`src/rtl/sweep_accumulator.sv`:
```
// Sums NPTS-sample sweeps over MEASURES sweeps, then streams the NPTS sums out on valid/ready.
// Samples land in the array 1 cycle after rdreq; sum_valid rises 2 cycles after the final rdreq; outputs hold while sum_ready=0.
module sweep_accumulator #(
  parameter int NPTS     = 11,
  parameter int MEASURES = 100,
  parameter int DATA_W   = 14,
  parameter int ACC_W    = 24
) (
  input  logic              clk,
  input  logic              rst_n,
  input  logic              rdreq,
  input  logic [DATA_W-1:0] fifo_q,
  output logic [ACC_W-1:0]  sum_data,
  output logic [10:0]       sum_point,
  output logic              sum_valid,
  output logic              sum_last,
  input  logic              sum_ready,
  output logic              err_len,
  output logic              overrun
);
  localparam int IDX_W = $clog2(NPTS + 2);
  localparam int CNT_W = (MEASURES > 1) ? $clog2(MEASURES) : 1;

  typedef enum logic {ST_ACC, ST_DUMP} state_t;

  state_t             state_q, state_d;
  logic [IDX_W-1:0]   idx_q, idx_d;
  logic [IDX_W-1:0]   rd_idx_q, rd_idx_d;
  logic [IDX_W-1:0]   eff_idx;
  logic [CNT_W-1:0]   sweep_cnt_q, sweep_cnt_d;
  logic               active_q, active_d;
  logic               err_len_q, err_len_d;
  logic               overrun_q, overrun_d;
  logic               s_valid_q, s_valid_prev_q;
  logic               sweep_start, sweep_end;
  logic [ACC_W-1:0]   acc_q [NPTS];
  logic               acc_we;
  logic [ACC_W-1:0]   acc_wd;

  // The edge that clears s_valid also carries the last sample, so end is seen while s_valid_q is still high.
  assign sweep_start = s_valid_q && !s_valid_prev_q;
  assign sweep_end   = s_valid_q && !rdreq;
  assign eff_idx     = sweep_start ? '0 : idx_q;
  assign acc_wd      = ((sweep_cnt_q == '0) ? '0 : acc_q[eff_idx]) + ACC_W'(fifo_q);

  always_comb begin
    state_d     = state_q;
    idx_d       = idx_q;
    rd_idx_d    = rd_idx_q;
    sweep_cnt_d = sweep_cnt_q;
    active_d    = active_q;
    err_len_d   = err_len_q;
    overrun_d   = overrun_q;
    acc_we      = 1'b0;
    case (state_q)
      ST_ACC: begin
        // A burst that began during DUMP is never active, so its tail is ignored here.
        if (s_valid_q && (sweep_start || active_q)) begin
          active_d = !sweep_end;
          if (eff_idx < IDX_W'(NPTS)) acc_we = 1'b1;
          else                        err_len_d = 1'b1;
          if (eff_idx < IDX_W'(NPTS + 1)) idx_d = eff_idx + 1'b1;
          if (sweep_end) begin
            if (eff_idx != IDX_W'(NPTS - 1)) err_len_d = 1'b1;
            if (sweep_cnt_q == CNT_W'(MEASURES - 1)) begin
              state_d     = ST_DUMP;
              sweep_cnt_d = '0;
              rd_idx_d    = '0;
            end else begin
              sweep_cnt_d = sweep_cnt_q + 1'b1;
            end
          end
        end
      end
      ST_DUMP: begin
        active_d = 1'b0;
        if (sweep_start) overrun_d = 1'b1;
        if (sum_ready) begin
          if (rd_idx_q == IDX_W'(NPTS - 1)) begin
            state_d  = ST_ACC;
            rd_idx_d = '0;
          end else begin
            rd_idx_d = rd_idx_q + 1'b1;
          end
        end
      end
      default: state_d = ST_ACC;
    endcase
  end

  always_ff @(posedge clk) begin
    if (!rst_n) begin
      state_q     <= ST_ACC;
      idx_q       <= '0;
      rd_idx_q    <= '0;
      sweep_cnt_q <= '0;
      active_q    <= 1'b0;
      err_len_q   <= 1'b0;
      overrun_q   <= 1'b0;
    end else begin
      state_q     <= state_d;
      idx_q       <= idx_d;
      rd_idx_q    <= rd_idx_d;
      sweep_cnt_q <= sweep_cnt_d;
      active_q    <= active_d;
      err_len_q   <= err_len_d;
      overrun_q   <= overrun_d;
    end
  end

  // Left running through reset so a burst straddling reset release is not mistaken for a new sweep.
  always_ff @(posedge clk) begin
    s_valid_q      <= rdreq;
    s_valid_prev_q <= s_valid_q;
  end

  always_ff @(posedge clk) begin
    if (acc_we) acc_q[eff_idx] <= acc_wd;
  end

  assign sum_valid = (state_q == ST_DUMP);
  assign sum_point = 11'(rd_idx_q);
  assign sum_last  = sum_valid && (rd_idx_q == IDX_W'(NPTS - 1));
  assign sum_data  = sum_valid ? acc_q[rd_idx_q] : '0;
  assign err_len   = err_len_q;
  assign overrun   = overrun_q;
endmodule
```
`config.mk`:
```
export PLATFORM = sky130hd
export DESIGN_NAME = sweep_accumulator
export DESIGN_NICKNAME = d
export VERILOG_FILES = /design/src/rtl/sweep_accumulator.sv
export SDC_FILE = /design/constraint.sdc
export NUM_CORES = 1
export LEC_CHECK = 0
export ABC_AREA = 1
export BUFFER_PORTS_ARGS = -buffer_cell sky130_fd_sc_hd__buf_2
export CORE_MARGIN = 4
export CORE_UTILIZATION = 40
export CTS_CLUSTER_SIZE = 20
export DETAILED_ROUTE_END_ITERATION = 7
export GPL_ROUTABILITY_DRIVEN = 1
export GPL_TIMING_DRIVEN = 1
export HOLD_SLACK_MARGIN = 0.03
export PLACE_DENSITY_LB_ADDON = 0.3
export SKIP_LAST_GASP = 1
export SLEW_MARGIN = 20
export SYNTH_ARGS = -nofsm -noshare
export SYNTH_HDL_FRONTEND = slang
export SYNTH_SLANG_ARGS = --single-unit
```
`constraint.sdc`:
```
create_clock -name clk -period 5.86 [get_ports clk]
set_input_delay 0.586 -clock clk [delete_from_list [all_inputs] [get_ports clk]]
set_output_delay 0.586 -clock clk [all_outputs]
set_load 0.05 [all_outputs]
```
==> results of run 1 <==
[worst reg2reg max path: stages, from the launching register on]
cell      delay (ns)
dfxtp_1         0.36
inv_2           0.05
nand2_2         0.42
nand2_8         0.42
buf_4           0.39
nand2_1         0.09
a32oi_1         0.11
o211ai_1        0.20
a21oi_1         0.07
ha_1            0.39
nand2_1         0.07
inv_1           0.05
nand2_1         0.05
nand2_1         0.13
a21oi_1         0.14
o21bai_1        0.51
nand3_2         0.18
o21a_1          0.20
nor2_1          0.45
[area by class of cell]
| cell class | count | area (um^2) |
|---|---|---|
| multi-input cells | 1056 | 5580 |
| fillers | 3377 | 19800 |
| clock inverters | 19 | 226 |
| clock buffers | 40 | 895 |
| flip-flops and latches | 289 | 8430 |
| repair buffers | 91 | 646 |
| inverters | 76 | 287 |
| well taps | 468 | 586 |
[Yosys cell counts (4+ instances only)]
cell type,instances,share of area
nor2_2,7,0.0030
xor2_1,17,0.010
nor3_1,13,0.0044
o211ai_1,47,0.024
buf_2,18,0.0061
a32oi_1,14,0.0083
nand2_1,276,0.070
dfxtp_1,25,0.034
o21ai_1,7,0.0024
nand3_2,4,0.0027
clkbuf_1,65,0.017
a21oi_1,126,0.043
inv_1,70,0.018
a32o_1,14,0.0095
nand3b_1,5,0.0025
buf_1,8,0.0020
nand2_2,5,0.0021
edfxtp_1,264,0.54
ha_1,22,0.019
nand3_1,122,0.041
inv_2,5,0.0013
buf_4,16,0.0082
o221ai_1,45,0.027
nor2_1,153,0.039
o21ai_0,150,0.051
[layer usage]
layer | global-route usage | up-vias
li1 | - | 5550
met1 | 0.323 | 5889
met2 | 0.370 | 711
met3 | 0.0363 | 142
met4 | 0.0943 | 0
met5 | 0 | -
[metrics by stage]
step | utilization | hold slack, ns | worst slack (ns)
6_report | 0.457 | 0.200 | 1.30
5_1_grt | 0.457 | 0.204 | 0.994
4_1_cts | 0.456 | 0.188 | 1.30
3_5_place_dp | 0.425 | 0.387 | 1.32
3_3_place_gp | 0.424 | 0.377 | 1.45
2_1_floorplan | - | 0.371 | 2.23
[path summary, 6_finish.rpt]
kind / from / end / slack (ns) / cells after the start
worst max-delay path: s_valid_prev_q$_DFF_P_ / acc_q[1][22]$_DFFE_PP_ / 1.30 / 18
worst min-delay path: rdreq / s_valid_q$_DFF_P_ / 0.20 / 1
worst max register to register: s_valid_prev_q$_DFF_P_ / acc_q[1][22]$_DFFE_PP_ / 1.30 / 18
worst min register to register: s_valid_q$_DFF_P_ / s_valid_prev_q$_DFF_P_ / 0.40 / 0
[logic make-up (layout without fill, tap and decap cells)]
family | Yosys count | in the layout | synth area share
simple gates | 593 | 593 | 0.170
compound gates | 413 | 413 | 0.170
flops | 289 | 289 | 0.572
buf+inv | 187 | 226 | 0.0556
fa+ha+maj | 23 | 23 | 0.0201
xor+xnor | 20 | 20 | 0.0119
other cells | 1 | 7 | 0.000255
[sequential cells by signal, indices dropped and copies added (netlist names), 4 cells and up, named ones only]
register and count:
acc_q 264, idx_q 4, rd_idx_q 4, sweep_cnt_q 7
[where the power goes]
group          leakage, nW  switching [W]  internal, W
sequential            2.61      0.0000153      0.00234
clock                0.543       0.000849      0.00131
combinational         2.98       0.000351     0.000134
total                 6.14        0.00122      0.00378
==> impl_metrics.json, run 1 <==
{
  "clk_pin_slew_worst_paths_ns": 0.06,
  "crit_chain": "inv_2, nand2_2, nand2_8, buf_4, nand2_1, a32oi_1, o211ai_1, a21oi_1, ha_1, nand2_1, inv_1, nand2_1, nand2_1, a21oi_1, o21bai_1, nand3_2, o21a_1, nor2_1",
  "drive_above_1_share": 0.115,
  "tns_ns": 0,
  "seq_area_frac_synth": 0.572,
  "overflow": 0,
  "max_freq_mhz": 219,
  "cts_hold_buf": 0,
  "synthCells": 1526,
  "dp.cells": 1978,
  "io_pins": 57,
  "cts-htree-levels": 2,
  "cp_common_cell": "nand2_1",
  "p_leak_nw": 6.14,
  "clkLatencyLatePin_ns": 0.52,
  "final_nets": 1589,
  "rsz0062_at_grt": "no",
  "post-route-drc-count": 0,
  "hold_viol": 0,
  "finalNonFillerCells": 2039,
  "final_common_cell": "nand2_1",
  "portBuffers": 49,
  "tightest_slew_ns": 1.13,
  "hpwl_mm": 27.6,
  "synthArstFlopShare": 0,
  "root_buffer": "clkbuf_16",
  "synth.cell_area_mm2": 0.0147,
  "status": "finished, final reports clean",
  "via_per_inst": 6.03,
  "via_count": 12300,
  "clockBufferDepth": 3,
  "synth-edff-count": 264,
  "required_ns": 6.09,
  "cp_slowest_cell": "o21bai_1",
  "finalCriticalPeriod_ns": 4.56,
  "powerDensity_mw_per_mm2": 300,
  "antennaDiodeCount": 0,
  "peakVddDrop_mv": 0.234,
  "fin_crit_sh": 0.778,
  "grt_usage": 0.233,
  "cts_buffers": 34,
  "grt_pass1_vias": 11900,
  "cpPeakStageDelay_ns": 0.51,
  "post_drt_wl_per_cell_um": 23.2,
  "ys.flop_type": "edfxtp_1",
  "dpl-instance-area_mm2": 0.0155,
  "syn_area_per_cell_um2": 9.65,
  "grt_pass1_wl_mm": 70.9,
  "cp-end-kind": "register",
  "yosys_warnings": 0,
  "cts_tree": "built",
  "final_max_slew_viol_count": 0,
  "yosys_register_bits": 289,
  "relSlewSlack": 0.245,
  "ant_nets": 0,
  "routed.top_layer": "met4",
  "p_total_w": 0.00500,
  "coreArea_mm2": 0.0364,
  "dieArea_mm2": 0.0400,
  "layout_common_cells": "276 x nand2_1, 264 x edfxtp_1, 150 x o21ai_0, 147 x nor2_1, 126 x a21oi_1",
  "crit_fanout": 63,
  "grt_max_degree": 96,
  "fp.dieH_um": 200,
  "met2WireLength_mm": 21.6,
  "initial_core_util": 0.404,
  "wl_met1_mm": 19.4,
  "antenna_found_initial": 0,
  "design_area_mm2": 0.0167,
  "crit_family": "simple AND/OR/NAND/NOR gates",
  "place.gp.congestion": 0.851,
  "routed_wl_mm": 47.4,
  "arrival_ns": 4.79,
  "worst-path-buf-inv": 3,
  "synth.distinct_cells": 42,
  "postCtsSetupBuffers": 0,
  "fp-row-count": 70,
  "drv_cap": 0,
  "drtPass1Iterations": 6,
  "finalSetupViolCount": 0,
  "drt-initial-drc-count": 1345,
  "crit_type": "register to register",
  "routed-wl-met3_mm": 4.58,
  "cp-start-kind": "register",
  "cts.repair.resized": 0,
  "area_growth_pct": 13.1,
  "die_width_um": 200,
  "hp-class": "input pin to register",
  "clock_skew_ns": 0.0250,
  "clock_sinks": 289
}
Note: power is estimated with default switching activity, not from simulation.
==> run 2: changes to the inputs <==
==> constraint.sdc (replaced) <==
create_clock -name clk -period 3.9 [get_ports clk]
set_input_delay 0.39 -clock clk [delete_from_list [all_inputs] [get_ports clk]]
set_output_delay 0.39 -clock clk [all_outputs]
set_load 0.05 [all_outputs]
==> run 2 against run 1 <==
Compared with the run above: clock skew shrank 0.0095 ns; clock-buffer cell count up 1; critical path type unchanged; critical path depth down 1; worst setup slack got worse by 1.0 ns; cell area increased by 2.7%.
==> impl_metrics.json, run 2 (synthesized netlist as in run 1, its figures left out) <==
{
  "overflow": 0,
  "status": "finished, final reports clean",
  "max_freq_mhz": 276,
  "grt_pass1_wl_mm": 71.0,
  "hold_viol": 0,
  "grt_usage": 0.232,
  "hp-class": "input pin to register",
  "clockBufferDepth": 3,
  "relSlewSlack": 0.414,
  "regMostFlops": "acc_q",
  "routed_wl_mm": 46.8,
  "postCtsSetupBuffers": 0,
  "fp.dieH_um": 200,
  "min_path_cells": 4,
  "fin_crit_sh": 0.929,
  "fp-row-count": 70,
  "clkLatencyLatePin_ns": 0.51,
  "die_width_um": 200,
  "cp-end-kind": "register",
  "crit_type": "register to register",
  "cp-start-kind": "register",
  "fill_cells": 3339,
  "via_per_inst": 5.95,
  "tns_ns": 0,
  "cts-htree-levels": 2,
  "initial_core_util": 0.404,
  "layout_common_cells": "276 x nand2_1, 264 x edfxtp_1, 150 x o21ai_0, 146 x nor2_1, 126 x a21oi_1",
  "drtPass1Iterations": 6,
  "fin_util": 0.469,
  "p_total_w": 0.00752,
  "place.gp.congestion": 0.862,
  "final_max_slew_viol_count": 0,
  "largest_registers": "acc_q: 264 flops, sweep_cnt_q: 7 flops",
  "peakVddDrop_mv": 0.281,
  "ant_nets": 0,
  "cts_buffers": 34,
  "root_buffer": "clkbuf_16",
  "grt_max_degree": 137,
  "dieArea_mm2": 0.0400,
  "p_leak_nw": 6.37,
  "clk_pin_slew_worst_paths_ns": 0.06,
  "clock_sinks": 289,
  "clock_skew_ns": 0.0154,
  "required_ns": 4.14,
  "grt_pass1_vias": 12000,
  "crit_fanout": 42,
  "largest_register_ffs": 264,
  "cts_tree": "built",
  "finalSetupViolCount": 0,
  "final_common_cell": "nand2_1",
  "powerDensity_mw_per_mm2": 440,
  "antenna_found_initial": 0,
  "drv_cap": 0,
  "io_pins": 57,
  "via_count": 12300,
  "post_drt_wl_per_cell_um": 22.6,
  "rsz0062_at_grt": "no",
  "area_growth_pct": 16.1,
  "finalCriticalPeriod_ns": 3.62,
  "final_nets": 1623,
  "drt-initial-drc-count": 1356,
  "reg2reg_depth": 17,
  "hpwl_mm": 28.5,
  "coreArea_mm2": 0.0364,
  "portBuffers": 49,
  "tightest_slew_ns": 0.878,
  "antennaDiodeCount": 0,
  "arrival_ns": 3.86,
  "drive_above_1_share": 0.139,
  "post-route-drc-count": 0
}
-- run 2: changes by cell type in the layout (fill, tap and decap cells not counted), moves of 3 or more --
cell      change
buf_16        -3
buf_4        +23
xor2_2        +9
buf_12       +13
clkinv_1      +4
xor2_1        -9
-- run 2: power by group --
group	total, W	internal (W)	switching, W	leakage (nW)
Clock	0.00320	0.00198	0.00123	0.553
Combinational	0.000779	0.000245	0.000534	3.21
Sequential	0.00354	0.00351	0.0000244	2.61
-- run 2: path summary, 6_finish.rpt --
kind,from,end,slack [ns]
max,s_valid_q$_DFF_P_,acc_q[1][17]$_DFFE_PP_,0.28
min,sum_ready,sum_valid$_SDFF_PN0_,0.20
max reg2reg,s_valid_q$_DFF_P_,acc_q[1][17]$_DFFE_PP_,0.28
min reg2reg,s_valid_q$_DFF_P_,s_valid_prev_q$_DFF_P_,0.40
-- run 2: repair_timing --
| action | in CTS | in global routing |
|---|---|---|
| endpoints found under the hold margin | 1 | 0 |
| setup endpoints to repair | 0 | 121 |
| hold buffers | 1 | 0 |
| gates resized for setup | 0 | 12 |
-- run 2: final cells by class --
type | count | area (um^2) | share of cell area
Sequential cell | 289 | 8430 | 0.493
Tap cell | 468 | 586 | 0.0342
Clock inverter | 19 | 188 | 0.0110
Multi-Input combinational cell | 1056 | 5660 | 0.331
Inverter | 76 | 285 | 0.0167
Clock buffer | 41 | 941 | 0.0550
Timing Repair Buffer | 125 | 1010 | 0.0588
-- run 2: stage by stage --
stage	setup WS, ns	hold WS (ns)	instances	instance area, um^2
2_1_floorplan	0.267	0.371	1532	14700
3_3_place_gp	0.245	0.378	2013	15900
3_5_place_dp	0.161	0.388	2013	15900
4_1_cts	0.111	0.185	2074	17000
5_1_grt	0.00723	0.204	2074	17100
6_report	0.275	0.195	2074	17100
-- run 2: routing by layer --
metal	wire, um	GRT usage	share of wire
met5	0	0	0
met4	1880	0.0903	0.040
met3	3990	0.0312	0.085
met2	22000	0.381	0.47
met1	18900	0.314	0.40
-- run 2: critical path: stages, from the launching register on --
cell and delay, ns:
dfxtp_1 0.38, nand2_2 0.16, nand2_8 0.14, buf_12 0.23
nand2_1 0.08, a32oi_1 0.23, o211ai_1 0.11, a21oi_1 0.13
ha_1 0.31, a21oi_1 0.24, o21ai_0 0.15, a21oi_1 0.14
o21ai_0 0.12, buf_4 0.15, nand2_1 0.12, nand2_2 0.10
nand2_1 0.11, xor2_2 0.43
==> run 3: changes to the inputs <==
--- a/config.mk
+++ b/config.mk
@@ -7,8 +7,10 @@
 export LEC_CHECK = 0
 export ABC_AREA = 1
 export BUFFER_PORTS_ARGS = -buffer_cell sky130_fd_sc_hd__buf_2
+export CELL_PAD_IN_SITES_DETAIL_PLACEMENT = 1
+export CELL_PAD_IN_SITES_GLOBAL_PLACEMENT = 2
 export CORE_MARGIN = 4
-export CORE_UTILIZATION = 40
+export CORE_UTILIZATION = 36
 export CTS_CLUSTER_SIZE = 20
 export DETAILED_ROUTE_END_ITERATION = 7
 export GPL_ROUTABILITY_DRIVEN = 1
==> run 3 against run 2 <==
Compared with the run above: non-clock buffer count grew 18; total power grew 2.7%; first-iteration DRC count shrank 29%; largest power group unchanged; combinational power grew 11%; final cell count grew 3.8%; register-to-register slack lost 0.02 ns; clock power grew 4%; die area grew 11%; utilization shrank 3.2 points.
==> impl_metrics.json, run 3 (synthesized netlist as in run 1, its figures left out) <==
{
  "grt_max_degree": 93,
  "hold_viol": 0,
  "cp_common_cell": "nand2_1",
  "largest_registers": "acc_q: 264 flops, sweep_cnt_q: 7 flops",
  "cp-end-kind": "register",
  "finalSetupViolCount": 0,
  "required_ns": 4.10,
  "reg2reg_from": "s_valid_q$_DFF_P_",
  "fin_hold_ws_ns": 0.152,
  "power_frac_clock": 0.430,
  "fin_crit_sh": 0.936,
  "final_max_slew_viol_count": 0,
  "drv_cap": 0,
  "finalNonFillerCells": 2153,
  "relSlewSlack": 0.348,
  "status": "finished, final reports clean",
  "max_freq_mhz": 274,
  "r2r_end": "acc_q[1][7]$_DFFE_PP_",
  "area_growth_pct": 19.0,
  "cts_tree": "built",
  "layout_common_cells": "275 x nand2_1, 264 x edfxtp_1, 146 x nor2_1, 145 x o21ai_0, 122 x nand3_1",
  "switchingPower_w": 0.00194,
  "multi_input_area_mm2": 0.00579,
  "clk_pin_slew_worst_paths_ns": 0.06,
  "coreArea_mm2": 0.0401,
  "crit_chain": "inv_1, nor2_4, nor2_4, buf_12, o21ai_0, o21ai_1, o211ai_1, a21oi_1, ha_1, a21oi_1, nand2_1, nand3_1, nand2_1, nand3_1, nand2_1, xor2_1",
  "dpl-instance-area_mm2": 0.0161,
  "die_width_um": 210,
  "fp.dieH_um": 210,
  "tightest_slew_ns": 0.976,
  "crit_type": "register to register",
  "p_comb_frac": 0.112,
  "final_nets": 1643,
  "portBuffers": 49,
  "hold_path_startpoint": "sum_ready",
  "powerDensity_mw_per_mm2": 440,
  "post_drt_wl_per_cell_um": 25.5,
  "initial_core_util": 0.367,
  "r2r_slack_ns": 0.25,
  "clock_sinks": 289,
  "ant_nets": 0,
  "via_per_inst": 5.78,
  "cp_slowest_cell": "xor2_1",
  "cts_buffers": 35,
  "peakVddDrop_mv": 0.340,
  "fill_cells": 4438,
  "final_common_cell": "nand2_1",
  "cpPeakStageDelay_ns": 0.70,
  "dieArea_mm2": 0.0442,
  "cp-start-kind": "register",
  "post-route-drc-count": 0,
  "sw_frac_of_total": 0.252,
  "root_buffer": "clkbuf_16",
  "routed_wl_mm": 54.8,
  "p_leak_nw": 6.51,
  "seqCellArea_mm2": 0.00843,
  "hold_path_end": "sum_valid$_SDFF_PN0_",
  "hpwl_mm": 33.1,
  "drtPass1Iterations": 5,
  "grt_usage": 0.245,
  "regMostFlops": "acc_q",
  "crit_fanout": 11,
  "grt_pass1_vias": 13000,
  "fp-row-count": 73,
  "clock_skew_ns": 0.0312,
  "drive_above_1_share": 0.160,
  "dp.cells": 2086,
  "finalCriticalPeriod_ns": 3.65,
  "via_count": 12400,
  "overflow": 0,
  "reg2reg_depth": 16,
  "rsz0062_at_grt": "yes",
  "crit_family": "simple AND/OR/NAND/NOR gates",
  "p_int_w": 0.00578,
  "clockBufferDepth": 3,
  "worst-path-buf-inv": 2,
  "drt-initial-drc-count": 960,
  "grt_pass1_wl_mm": 82.4,
  "place.gp.congestion": 0.833,
  "design_area_mm2": 0.0175,
  "p_total_w": 0.00772,
  "arrival_ns": 3.85,
  "antenna_found_initial": 0,
  "io_pins": 57,
  "antennaDiodeCount": 0,
  "cts-htree-levels": 2,
  "clkLatencyLatePin_ns": 0.55,
  "pwr-share-seq": 0.458,
  "min_path_cells": 4,
  "hp-class": "input pin to register",
  "largest_register_ffs": 264
}
==> run 3: cell types whose count changed in the layout (fill, tap and decap cells not counted), moves of 5 or more <==
cell      change
buf_4        +13
clkinv_1      -8
a21oi_1       -5
a21oi_2       +5
buf_12        +5
o21ai_0       -5
==> run 3: power groups by stage <==
| stage | sequential [W] | clock, W | combinational, W |
|---|---|---|---|
| 2_1_floorplan | 0.00359 | 0 | 0.000488 |
| 3_3_place_gp | 0.00360 | 0 | 0.000809 |
| 3_5_place_dp | 0.00360 | 0 | 0.000823 |
| 4_1_cts | 0.00354 | 0.00336 | 0.000830 |
| 5_1_grt | 0.00354 | 0.00350 | 0.000942 |
| 6_report | 0.00354 | 0.00332 | 0.000864 |
==> run 3: cell type report <==
type | count | area share
sequential | 289 | 0.481
multi-input combinational | 1056 | 0.330
timing repair buffer | 143 | 0.0687
clock buffer | 48 | 0.0565
tap | 525 | 0.0375
inverter | 76 | 0.0166
clock inverter | 15 | 0.00921
timing repair inverter | 1 | 0.000428
==> run 3: stage by stage <==
step            util  setup TNS, ns  setup slack, ns
3_5_place_dp   0.403          -3.53           -0.116
5_1_grt        0.437         -0.611          -0.0369
3_3_place_gp   0.403         -0.114          -0.0106
6_report       0.437              0            0.251
4_1_cts        0.432          -1.19           -0.114
2_1_floorplan      -              0            0.267
==> run 3: routing by layer <==
metal / track usage / routed length [um] / vias up
met5: 0 / 0 / -
met4: 0.0662 / 1520 / 0
met3: 0.0414 / 3160 / 110
met2: 0.408 / 26100 / 387
met1: 0.335 / 24000 / 6293
li1: - / - / 5644
==> run 3: worst max-delay path by stage <==
stage                              endpoint  slack (ns)  cells after the start              startpoint
floorplan             acc_q[6][0]$_DFFE_PP_        0.27                     10       s_valid_q$_DFF_P_
global placement     acc_q[6][22]$_DFFE_PP_       -0.01                     19  s_valid_prev_q$_DFF_P_
detailed placement   acc_q[7][22]$_DFFE_PP_       -0.12                     18       s_valid_q$_DFF_P_
CTS                 acc_q[10][14]$_DFFE_PP_       -0.11                     15       s_valid_q$_DFF_P_
global route          acc_q[5][8]$_DFFE_PP_       -0.04                     19  s_valid_prev_q$_DFF_P_
finish                acc_q[1][7]$_DFFE_PP_        0.25                     16       s_valid_q$_DFF_P_
==> run 3: what timing repair did <==
item | in CTS | in global routing
buffers inserted | 0 | 2
pin swaps | 0 | 3
resized for setup | 4 | 35
cloned | 0 | 1
endpoints found under the hold margin | 1 | 0
endpoints found under the setup margin | 55 | 165
hold buffers | 1 | 0
==> run 3: worst reg2reg max path, cell delays in order (launching register included) <==
cell      delay, ns
dfxtp_1        0.36
inv_1          0.13
nor2_4         0.07
nor2_4         0.23
buf_12         0.17
o21ai_0        0.08
o21ai_1        0.24
o211ai_1       0.13
a21oi_1        0.21
ha_1           0.32
a21oi_1        0.16
nand2_1        0.10
nand3_1        0.08
nand2_1        0.13
nand3_1        0.13
nand2_1        0.08
xor2_1         0.70
